$ cat config.mk
export PLATFORM = sky130hd
export DESIGN_NAME = ct_rom_link
export DESIGN_NICKNAME = d
export VERILOG_FILES = /design/src/rtl/rom_bus_pkg.sv /design/src/rtl/rom_bus_timer.sv /design/src/rtl/ct_rom_link.sv
export SDC_FILE = /design/constraint.sdc
export NUM_CORES = 1
export LEC_CHECK = 0
export CAP_MARGIN = 20
export CORE_MARGIN = 2
export CORE_UTILIZATION = 37
export CTS_CLUSTER_DIAMETER = 100
export DETAILED_ROUTE_END_ITERATION = 16
export PLACE_DENSITY = 0.67
export SYNTH_ARGS = -nofsm -noshare
export SYNTH_HDL_FRONTEND = slang
export SYNTH_SLANG_ARGS = --single-unit
$ cat constraint.sdc
create_clock -name cph2 -period 2.2 [get_ports cph2]
set_input_delay 0.66 -clock cph2 [delete_from_list [all_inputs] [get_ports cph2]]
set_output_delay 0.66 -clock cph2 [all_outputs]
set_load 0.005 [all_outputs]
$ cat src/rtl/rom_bus_pkg.sv
// Shared timing constants and types for the bit-serial ROM bus (control and ROM ends).
package rom_bus_pkg;

  localparam int unsigned WORD_LEN = 56;
  localparam int unsigned ADR_T0   = 19;
  localparam int unsigned ADR_W    = 8;
  localparam int unsigned IS_T0    = 45;
  localparam int unsigned INST_W   = 10;
  localparam int unsigned FLAG_T   = 11;
  localparam int unsigned SYNC_T0  = 45;
  localparam int unsigned SYNC_T1  = 54;

  localparam int unsigned BT_W     = 6;
  localparam int unsigned ADR_T1   = ADR_T0 + ADR_W - 1;
  localparam int unsigned IS_T1    = IS_T0 + INST_W - 1;

  typedef logic [BT_W-1:0]   bt_t;
  typedef logic [ADR_W-1:0]  adr_t;
  typedef logic [INST_W-1:0] inst_t;

  // True when bit time t lies in the inclusive window lo..hi.
  function automatic logic in_win(input bt_t t, input int unsigned lo, input int unsigned hi);
    return (t >= BT_W'(lo)) && (t <= BT_W'(hi));
  endfunction

endpackage

$ cat src/rtl/rom_bus_timer.sv
// Free-running word counter with decoded bus strobes and registered word sync.
module rom_bus_timer
  import rom_bus_pkg::*;
(
  input  logic clk_i,
  input  logic rst_ni,
  output bt_t  bit_time_o,
  output logic sync_o,
  output logic t11_c,
  output logic t18_c,
  output logic addr_win_c,
  output logic is_win_c,
  output logic t55_c
);

  bt_t  cnt_q, cnt_d;
  logic sync_q, sync_d;

  // Next count wraps at the end of the word; sync is decoded from the next count so it stays aligned.
  always_comb begin
    cnt_d  = cnt_q + BT_W'(1);
    if (cnt_q == BT_W'(WORD_LEN - 1)) begin
      cnt_d = '0;
    end
    sync_d = in_win(cnt_d, SYNC_T0, SYNC_T1);
  end

  // Counter and sync registers.
  always_ff @(posedge clk_i or negedge rst_ni) begin
    if (!rst_ni) begin
      cnt_q  <= '0;
      sync_q <= 1'b0;
    end else begin
      cnt_q  <= cnt_d;
      sync_q <= sync_d;
    end
  end

  // Strobes describe the bit time currently in progress, i.e. the edge that ends it.
  always_comb begin
    t11_c      = (cnt_q == BT_W'(FLAG_T));
    t18_c      = (cnt_q == BT_W'(ADR_T0 - 1));
    addr_win_c = in_win(cnt_q, ADR_T0, ADR_T1);
    is_win_c   = in_win(cnt_q, IS_T0, IS_T1);
    t55_c      = (cnt_q == BT_W'(WORD_LEN - 1));
  end

  assign bit_time_o = cnt_q;
  assign sync_o     = sync_q;

endmodule

$ cat src/rtl/ct_rom_link.sv
// Control-side initiator of the ROM bus: program counter, address transmit, instruction receive.
module ct_rom_link
  import rom_bus_pkg::*;
(
  input  logic              cph2,
  input  logic              pon,
  input  logic              is,
  output logic              ia,
  output logic              sync,
  output logic [BT_W-1:0]   bit_time,
  output logic [ADR_W-1:0]  pc,
  input  logic              jump_wr,
  input  logic [ADR_W-1:0]  jump_adr,
  input  logic              hold,
  output logic [INST_W-1:0] inst,
  output logic              inst_valid,
  output logic              rom_ok
);

  logic t11, t18, addr_win, is_win, t55;

  adr_t  pc_q, pc_d;
  adr_t  sr_q, sr_d;
  logic  ia_q, ia_d;
  inst_t rx_q, rx_d;
  inst_t inst_q, inst_d;
  logic  inst_valid_q, inst_valid_d;
  logic  rom_ok_q, rom_ok_d;
  logic  pend_vld_q, pend_vld_d;
  adr_t  pend_adr_q, pend_adr_d;
  logic  first_q, first_d;

  rom_bus_timer u_timer (
    .clk_i      (cph2),
    .rst_ni     (pon),
    .bit_time_o (bit_time),
    .sync_o     (sync),
    .t11_c      (t11),
    .t18_c      (t18),
    .addr_win_c (addr_win),
    .is_win_c   (is_win),
    .t55_c      (t55)
  );

  // Next-state logic for shift registers, jump handshake and PC.
  always_comb begin
    pc_d         = pc_q;
    sr_d         = sr_q;
    ia_d         = 1'b0;
    rx_d         = rx_q;
    inst_d       = inst_q;
    inst_valid_d = 1'b0;
    rom_ok_d     = rom_ok_q;
    pend_vld_d   = pend_vld_q;
    pend_adr_d   = pend_adr_q;
    first_d      = first_q;

    // Last jump request in a word wins.
    if (jump_wr) begin
      pend_vld_d = 1'b1;
      pend_adr_d = jump_adr;
    end

    if (t11) begin
      rom_ok_d = is;
    end

    // Load the address so bit 0 is on ia during the first address bit time.
    if (t18) begin
      sr_d = pc_q;
      ia_d = pc_q[0];
    end

    // Zero fill means sr_q[1] is already 0 when the last address bit ends.
    if (addr_win) begin
      sr_d = sr_q >> 1;
      ia_d = sr_q[1];
    end

    if (is_win) begin
      rx_d = {is, rx_q[INST_W-1:1]};
    end

    // Word boundary: deliver instruction and update PC once the ROM is known to be aligned.
    if (t55) begin
      first_d = 1'b0;
      if (!first_q) begin
        inst_d       = rx_q;
        inst_valid_d = 1'b1;
        if (jump_wr || pend_vld_q) begin
          pc_d       = jump_wr ? jump_adr : pend_adr_q;
          pend_vld_d = 1'b0;
        end else if (!hold) begin
          pc_d = pc_q + ADR_W'(1);
        end
      end
    end
  end

  // State registers.
  always_ff @(posedge cph2 or negedge pon) begin
    if (!pon) begin
      pc_q         <= '0;
      sr_q         <= '0;
      ia_q         <= 1'b0;
      rx_q         <= '0;
      inst_q       <= '0;
      inst_valid_q <= 1'b0;
      rom_ok_q     <= 1'b0;
      pend_vld_q   <= 1'b0;
      pend_adr_q   <= '0;
      first_q      <= 1'b1;
    end else begin
      pc_q         <= pc_d;
      sr_q         <= sr_d;
      ia_q         <= ia_d;
      rx_q         <= rx_d;
      inst_q       <= inst_d;
      inst_valid_q <= inst_valid_d;
      rom_ok_q     <= rom_ok_d;
      pend_vld_q   <= pend_vld_d;
      pend_adr_q   <= pend_adr_d;
      first_q      <= first_d;
    end
  end

  assign pc         = pc_q;
  assign ia         = ia_q;
  assign inst       = inst_q;
  assign inst_valid = inst_valid_q;
  assign rom_ok     = rom_ok_q;

endmodule

==> results.toml, run 1 <==
[clocking]
cts_resized = 0
cts-root-buf = "clkbuf_8"
tritoncts = "done"
cts_made_buffers = 5
numClockSinks = 55
cts.path.max_buffers = 2
clk_pin_slew_worst_paths_ns = 0.11
h-tree-depth = 2
worstSkewPairLatency_ns = 0.32
cts-hold-fix-buffers = 0
cts_setup_buffers = 0

[logic_synthesis]
postSynthCellCount = 198
netlist_area_mm2 = 0.00258
synth-edff-count = 0
avgSynthCellArea_um2 = 13.0
async_reset_ff_share_pct = 100
synth-main-ff-cell = "dfrtp_1"
syn-num-nets = 217
ys_types = 47
ys_seq_elements = 55
ys_seq_area_share_pct = 53.3
yosysWarnings = 0

[drt]
viasPerCell = 5.14
num_vias = 1687
drc_errors = 0
wl_per_cell_um = 15.2
drt_iter0_markers = 61
drtAntennaViolNets = 0
drtPass1Iterations = 4
wirelength_um = 4970

[worst_setup_path]
critPathLaunchType = "flip-flop"
path_max_fanout = 9
critPathBufInv = 1
critPathLaunch = "u_timer.bit_time_o[4]"
crit_family = "buffers and inverters"
cp.arrival_ns = 1.43
slowest_delay_ns = 0.57
cp_cell_sequence = "clkdlybuf4s50_1"
critPathCaptureType = "output pin"
worstPathRequired_ns = 1.54
slowest_stage = "clkdlybuf4s50_1"
path_class = "flip-flop to output pin"
reg2reg_from = "u_timer.bit_time_o[0]"

[floorplan]
die_y_um = 87.5
die_w_um = 87.5
core-area_mm2 = 0.00676
initial_core_util_pct = 38.2
pin_count = 41
rows = 30
die_area_mm2 = 0.00766

[sta]
fmax_mhz = 479
worst_slew_pin_slew_ns = 0.638
rsz0062_at_grt = "no"
postLayoutSetupSlackWorst_ns = 0.110
setup_viol = 0
slew_headroom_pct = 57.5
skew_ns = 0.0128
fin_crit_sh_pct = 95.0
slew_violations = 0
period_needed_ns = 2.09
hold_viol_final = 0
fin_setup_tns_ns = 0

[place]
portBuffers = 40
place_area_mm2 = 0.00312
place.gp.congestion = 0.811
post-place-ws_ns = 0.0412
dp_hpwl_um = 3530

[power_and_ir_drop]
power.density_mw_per_mm2 = 555
leakagePower_nw = 1.46
total_power_w = 0.00179
peakVddDrop_v = 0.000323

[grt]
antenna_found_initial = 0
grt_max_degree = 29
grtUsageTotal_pct = 13.7
overflow = 0
grt_pass1_vias = 1690
grt_pass1_wl_um = 8210

[outcome]
status = "finished clean"

[finish]
final_util_pct = 47.8
syn_to_final_growth_pct = 25.0
design_area_mm2 = 0.00323
final_nets = 266
multi_input_area_mm2 = 0.00112
fillers = 606
seq_area_mm2 = 0.00138
layout-drive-gt1-share_pct = 30.2
diodes = 0

[worst_hold_path]
hp-class = "input pin to asynchronous set/reset pin"

[job]
cap_violations = 0
## path summary, 6_finish.rpt
path,endpoint,cells past startpoint,slack (ns)
setup / recovery,bit_time[4],1,0.11
hold / removal,ia,1,0.35
setup reg to reg,sr_q[6],4,0.28
hold reg to reg,sr_q[5],1,0.51
max in group asynchronous,u_timer.sync_o,2,1.28
min in group cph2,sr_q[5],1,0.51
## stage by stage
step                      hold WS [ns]  cells
final                            0.355    328
after global routing             0.404    328
after CTS                        0.372    328
after detailed placement         0.487    320
after global placement           0.481    320
after floorplan                  0.364    198
## power breakdown
part / switching, W / internal [W]
combinational: 0.0000545 / 0.0000670
sequential: 0.0000170 / 0.00104
clock: 0.000371 / 0.000243
total: 0.000442 / 0.00135
## area by class of cell
type                    count  area share [%]
flip-flops and latches     55            42.7
multi-input cells         129            34.9
clock buffers               5            2.13
repair buffers             51            15.6
well taps                  80            3.10
inverters                   5           0.582
clock inverters             3            1.05
## state kept, by name, indices dropped and copies added (netlist names)
name	flops
first_q	1
ia	1
inst	10
inst_valid	1
pc	8
pend_adr_q	8
pend_vld_q	1
rom_ok	1
rx_q	10
sr_q	7
u_timer.bit_time_o	6
u_timer.sync_o	1
## cells by family (layout without fill, tap and decap cells)
logic type | Yosys count | in the layout | share of synthesized area [%]
AND/OR/NAND/NOR | 45 | 45 | 11.5
adder cells (fa/ha/maj) | 6 | 6 | 2.91
AO/OA/AOI/OAI | 28 | 28 | 7.85
flip-flops | 55 | 55 | 53.3
XOR/XNOR | 3 | 3 | 1.02
buffers and inverters | 14 | 64 | 3.10
multiplexers | 47 | 47 | 20.3
## cells in the final DEF, fill, tap and decap left out, types with 2 or more instances in the layout
master            n
xor2_1            2
or3_1             3
nand4_1           2
ha_1              6
nor2b_1           4
inv_6             2
buf_12            2
a21oi_1          10
clkbuf_8          5
o211ai_1          3
nand2_1           6
nor2_1            9
nor2_2            2
nand3_1           5
dfrtp_1          54
inv_1             4
buf_4             9
o21ai_0           5
mux2i_1           4
mux2_2           43
clkdlybuf4s50_1  39
## per-layer routing
layer	vias to the layer above	track usage [%]	part of all wire [%]
met5	-	0	0
met4	0	2.52	0.74
met3	4	3.58	5.8
met2	47	22.2	46
met1	826	18.8	48
li1	810	-	-
## cell usage after synthesis (2+ instances only)
cell / n / area [um2]
a21oi_1: 10 / 50.1
buf_4: 5 / 37.5
clkbuf_1: 2 / 7.51
dfrtp_1: 54 / 1350
ha_1: 6 / 75.1
inv_1: 4 / 15.0
mux2_2: 43 / 484
mux2i_1: 4 / 40.0
nand2_1: 6 / 22.5
nand3_1: 5 / 25.0
nand4_1: 2 / 12.5
nor2_1: 9 / 33.8
nor2_2: 2 / 12.5
nor2b_1: 4 / 25.0
o211ai_1: 3 / 22.5
o21ai_0: 5 / 25.0
or3_1: 3 / 18.8
xor2_1: 2 / 17.5
(Power assumes the default switching activity.)
==> inputs of run 2 (changes only) <==
--- a/config.mk
+++ b/config.mk
@@ -5,12 +5,14 @@
 export SDC_FILE = /design/constraint.sdc
 export NUM_CORES = 1
 export LEC_CHECK = 0
+export ABC_AREA = 1
 export CAP_MARGIN = 20
 export CORE_MARGIN = 2
 export CORE_UTILIZATION = 37
 export CTS_CLUSTER_DIAMETER = 100
 export DETAILED_ROUTE_END_ITERATION = 16
-export PLACE_DENSITY = 0.67
+export PLACE_DENSITY = 0.66
+export SETUP_SLACK_MARGIN = 0.5
 export SYNTH_ARGS = -nofsm -noshare
 export SYNTH_HDL_FRONTEND = slang
 export SYNTH_SLANG_ARGS = --single-unit
==> results.toml, run 2 <==
[worst_setup_path]
slowest_stage = "dfrtp_2"
cp.arrival_ns = 1.00
slowest_delay_ns = 0.43
path_class = "flip-flop to output pin"
crit_family = "flip-flops"
path_max_fanout = 2
critPathBufInv = 1
r2r-end = "sr_q[6]"
critPathCaptureType = "output pin"
worstPathRequired_ns = 1.54
critPathLaunchType = "flip-flop"
reg2reg_from = "u_timer.bit_time_o[0]"
rr_worst_depth = 8
reg2reg_setup_slack_ns = 0.60
crit_cells = 1
cp_cell_sequence = "dlygate4sd2_1"

[job]
cap_violations = 0

[power_and_ir_drop]
power.density_mw_per_mm2 = 490
peakVddDrop_v = 0.000237
leakagePower_nw = 1.77

[sta]
setup_viol = 0
fin_crit_sh_pct = 75.4
worst_slew_pin_slew_ns = 0.464
slew_headroom_pct = 69.1
fin_setup_tns_ns = 0
rsz0062_at_grt = "yes"
hold_viol_final = 0
period_needed_ns = 1.66
skew_ns = 0.0100
slew_violations = 0
fmax_mhz = 603

[clocking]
h-tree-depth = 2
tritoncts = "done"
cts_made_buffers = 5
clk_pin_slew_worst_paths_ns = 0.10
numClockSinks = 55
worstSkewPairLatency_ns = 0.31
cts.path.max_buffers = 2
cts-root-buf = "clkbuf_8"

[grt]
grt_pass1_vias = 2200
grt_pass1_wl_um = 9950
antenna_found_initial = 0
grtUsageTotal_pct = 16.0
grt_max_degree = 37
overflow = 0

[finish]
mostFrequentLayoutCell = "nand2_1"
layout_common_cells = "93 x nand2_1, 43 x dfrtp_1, 39 x nand3_1"
layout-drive-gt1-share_pct = 18.9
final_nets = 409
design_area_mm2 = 0.00345
syn_to_final_growth_pct = 29.9
instances_no_fill = 487
diodes = 0

[logic_synthesis]
synth_top_cell_by_area = "dfrtp_1"
netlist_top_cells_area = "dfrtp_1 51%, nand2_1 13%, nand3_1 7.3%"
ys_top_cells_by_count = "94 x nand2_1, 54 x dfrtp_1, 39 x nand3_1, 35 x inv_1, 24 x nor2_1"
async_reset_ff_share_pct = 100
postSynthCellCount = 325
syn-num-nets = 344
ys_seq_area_share_pct = 51.9
yosysMostFrequentCell = "nand2_1"
netlist_area_mm2 = 0.00266
avgSynthCellArea_um2 = 8.17
synth_top_cell_area_share_pct = 50.9
synth-main-ff-cell = "dfrtp_1"
ys_types = 30
synth-edff-count = 0
yosysWarnings = 0
ys_seq_elements = 55

[place]
place.gp.congestion = 0.810
place_area_mm2 = 0.00316
placed_cells = 457
dp_hpwl_um = 3850
portBuffers = 40

[drt]
viasPerCell = 4.64
num_vias = 2259
wirelength_um = 5860
drtPass1Iterations = 4
drt_iter0_markers = 112
wl_per_cell_um = 12.0
drc_errors = 0
drtAntennaViolNets = 0

[worst_hold_path]
hp-class = "input pin to asynchronous set/reset pin"

[floorplan]
core-area_mm2 = 0.00687
initial_core_util_pct = 38.7
die_area_mm2 = 0.00787
rows = 30
die_w_um = 88.7
pin_count = 41
die_y_um = 88.7

[outcome]
status = "finished clean"
## run 2: changes by cell type in the layout (fill, tap and decap cells not counted), moves of 14 or more
cell and delta:
o21ai_1 +14, inv_1 +30, nand2_1 +87, buf_4 +15, nand3_1 +34, clkdlybuf4s50_1 -29
dlygate4sd2_1 +26, nor2_1 +14, mux2_2 -43
## run 2: logic make-up after synthesis
kind of cell	synth area share, %
and+or+nand+nor	29.3
buffers and inverters	8.62
AOI/OAI and AO/OA	7.07
adders and majority gates	2.83
DFF	51.9
xor gates and xnor gates	0.330
## run 2: final cells by class
class	instances	area, um2
Clock inverter	3	22.5
Clock buffer	5	68.8
Tap cell	96	120
Inverter	42	160
Sequential cell	55	1390
Fill cell	674	3420
Timing Repair Buffer	66	577
Multi-Input combinational cell	220	1110
## run 2: power breakdown
group / total (W) / switching [W] / internal [W]
clock: 0.000572 / 0.000343 / 0.000229
sequential: 0.00103 / 0.00000588 / 0.00103
combinational: 0.0000858 / 0.0000484 / 0.0000373
total: 0.00169 / 0.000397 / 0.00129
## run 2: metrics by stage
step	total power (W)	hold slack (ns)	worst slack, ns	utilization [%]
after global routing	0.00176	0.329	0.462	50.2
after floorplan	0.00109	0.364	0.630	-
after detailed placement	0.00114	0.460	0.109	46.0
final	0.00169	0.286	0.542	50.2
after global placement	0.00114	0.454	0.160	46.0
after CTS	0.00171	0.298	0.362	49.3
## run 2: routing by layer
layer	global-route usage [%]	vias to the layer above	wire [um]	share of wire [%]
met5	0	-	0	0
met3	3.54	6	244	4.2
met4	3.72	0	65	1.1
li1	-	1157	-	-
met1	21.4	1057	2770	47
met2	26.6	39	2780	47
## run 2: how the worst max path moves through the flow
stage / startpoint / endpoint / slack (ns)
floorplan: jump_wr / pc[6] / 0.63
detailed placement: jump_wr / pc[3] / 0.11
global route: u_timer.bit_time_o[0] / pc[3] / 0.46
finish: u_timer.bit_time_o[0] / bit_time[0] / 0.54
CTS: u_timer.bit_time_o[4] / bit_time[4] / 0.36
global placement: jump_wr / pc[3] / 0.16
## run 2: what timing repair did
item	CTS	global route
setup endpoints to repair	42	40
gates resized for setup	43	14
pin swaps	2	2
hold buffers	0	0
setup buffers	18	2
cloned	1	1
==> inputs of run 3 (changes only) <==
--- a/config.mk
+++ b/config.mk
@@ -11,7 +11,7 @@
 export CORE_UTILIZATION = 37
 export CTS_CLUSTER_DIAMETER = 100
 export DETAILED_ROUTE_END_ITERATION = 16
-export PLACE_DENSITY = 0.66
+export PLACE_DENSITY = 0.69
 export SETUP_SLACK_MARGIN = 0.5
 export SYNTH_ARGS = -nofsm -noshare
 export SYNTH_HDL_FRONTEND = slang
==> constraint.sdc (replaced) <==
create_clock -name cph2 -period 1.38 [get_ports cph2]
set_input_delay 0.414 -clock cph2 [delete_from_list [all_inputs] [get_ports cph2]]
set_output_delay 0.414 -clock cph2 [all_outputs]
set_load 0.005 [all_outputs]
==> results.toml, run 3 (synthesis results as in run 2) <==
[sta]
skew_ns = 0.00316
postLayoutSetupSlackWorst_ns = -0.173
fmax_mhz = 644
period_needed_ns = 1.55
setup_viol = 43
hold_viol_final = 0
slew_violations = 0
slew_headroom_pct = 77.1
worst_slew_pin_slew_ns = 0.342
fin_crit_sh_pct = 113
rsz0062_at_grt = "yes"

[worst_setup_path]
reg2reg_from = "u_timer.bit_time_o[0]"
path_common_cell = "nand2_1"
path_class = "flip-flop to flip-flop"
path_max_fanout = 5
crit_family = "simple AND/OR/NAND/NOR gates"
slowest_stage = "dfrtp_2"
critPathCaptureType = "flip-flop"
cp.arrival_ns = 1.74
critPathLaunchType = "flip-flop"
slowest_delay_ns = 0.44
cp_cell_sequence = "buf_4 > buf_4 > nand3_1 > nand2_1 > nand2_1 > nand3_4 > buf_6 > nand2_1 > o21ai_1"
worstPathRequired_ns = 1.57
critPathBufInv = 3
critPathLaunch = "u_timer.bit_time_o[0]"

[grt]
grt_max_degree = 56
overflow = 0
grt_pass1_vias = 2499
grt_pass1_wl_um = 11600
antenna_found_initial = 0
grtUsageTotal_pct = 18.6

[clocking]
cts_made_buffers = 5
cts.path.max_buffers = 2
clk_pin_slew_worst_paths_ns = 0.10
h-tree-depth = 2
numClockSinks = 55
worstSkewPairLatency_ns = 0.30
cts-root-buf = "clkbuf_8"
tritoncts = "done"

[place]
place.gp.congestion = 0.802
portBuffers = 40
dp_hpwl_um = 4020
post-place-ws_ns = -0.454
placed_cells = 488

[power_and_ir_drop]
power.density_mw_per_mm2 = 630
total_power_w = 0.00276
peakVddDrop_v = 0.000750
leakagePower_nw = 2.21

[outcome]
status = "complete, but fails checks"
failed_checks = "negative setup slack"

[finish]
final_nets = 456
mostFrequentLayoutCell = "nand2_1"
layout-drive-gt1-share_pct = 54.6
instances_no_fill = 534
final_util_pct = 63.8
layout_common_cells = "59 x nand2_1, 51 x dfrtp_1, 47 x buf_4"
diodes = 0
syn_to_final_growth_pct = 65.0

[drt]
drtAntennaViolNets = 0
drc_errors = 0
drt_iter0_markers = 176
wirelength_um = 7280
viasPerCell = 4.77
wl_per_cell_um = 13.6
num_vias = 2545
drtPass1Iterations = 4

[floorplan]
die_w_um = 88.7
core-area_mm2 = 0.00687
pin_count = 41
initial_core_util_pct = 38.7
rows = 30
die_y_um = 88.7
die_area_mm2 = 0.00787

[worst_hold_path]
hp-class = "input pin to asynchronous set/reset pin"

[job]
cap_violations = 0
run 3: timing repair:
action                                  4_1_cts  5_1_grt
cloned                                        5        0
pin swaps                                    35       18
resized for setup                           229       69
endpoints found under the setup margin       83       79
hold buffers                                  0        0
buffers inserted                             24        9
run 3: worst register-to-register path, stage by stage (launching register included):
cell,delay (ns)
dfrtp_2,0.44
buf_4,0.14
buf_4,0.13
nand3_1,0.10
nand2_1,0.09
nand2_1,0.11
nand3_4,0.13
buf_6,0.16
nand2_1,0.06
o21ai_1,0.07
run 3: final cells by class:
type / count / area [um2]
repair buffers: 114 / 1000
clock buffers: 7 / 86.3
flip-flops and latches: 55 / 1380
multi-input cells: 219 / 1590
clock inverters: 1 / 8.76
fillers: 515 / 2490
well taps: 96 / 120
inverters: 42 / 200
run 3: per-stage QoR:
step	setup TNS [ns]	hold WS (ns)	area, um2
after floorplan	0	0.118	2730
after global placement	-4.99	0.436	3480
after detailed placement	-6.01	0.433	3480
after CTS	-3.15	0.0960	4080
after global routing	-6.60	0.102	4380
final	-4.58	0.0878	4380
run 3: worst paths after layout:
check	to	slack, ns	cells past startpoint
setup / recovery	rx_q[0]	-0.17	9
hold / removal	inst[5]	0.09	2
setup reg to reg	rx_q[0]	-0.17	9
hold reg to reg	pend_adr_q[6]	0.49	2
max in group asynchronous	first_q	0.99	2
min in group cph2	pend_adr_q[6]	0.38	3
run 3: metal layers:
layer / global-route usage [%] / vias up / share of wire (%)
met5: 0 / - / 0
met4: 4.68 / 0 / 0.96
met3: 3.82 / 9 / 4.4
met2: 31.5 / 63 / 52
met1: 24.6 / 1229 / 42
li1: - / 1244 / -
run 3: report_power, final:
part / leakage (nW) / switching, W / internal, W
sequential: 0.708 / 0.0000130 / 0.00164
combinational: 1.46 / 0.0000907 / 0.0000823
clock: 0.0484 / 0.000524 / 0.000413
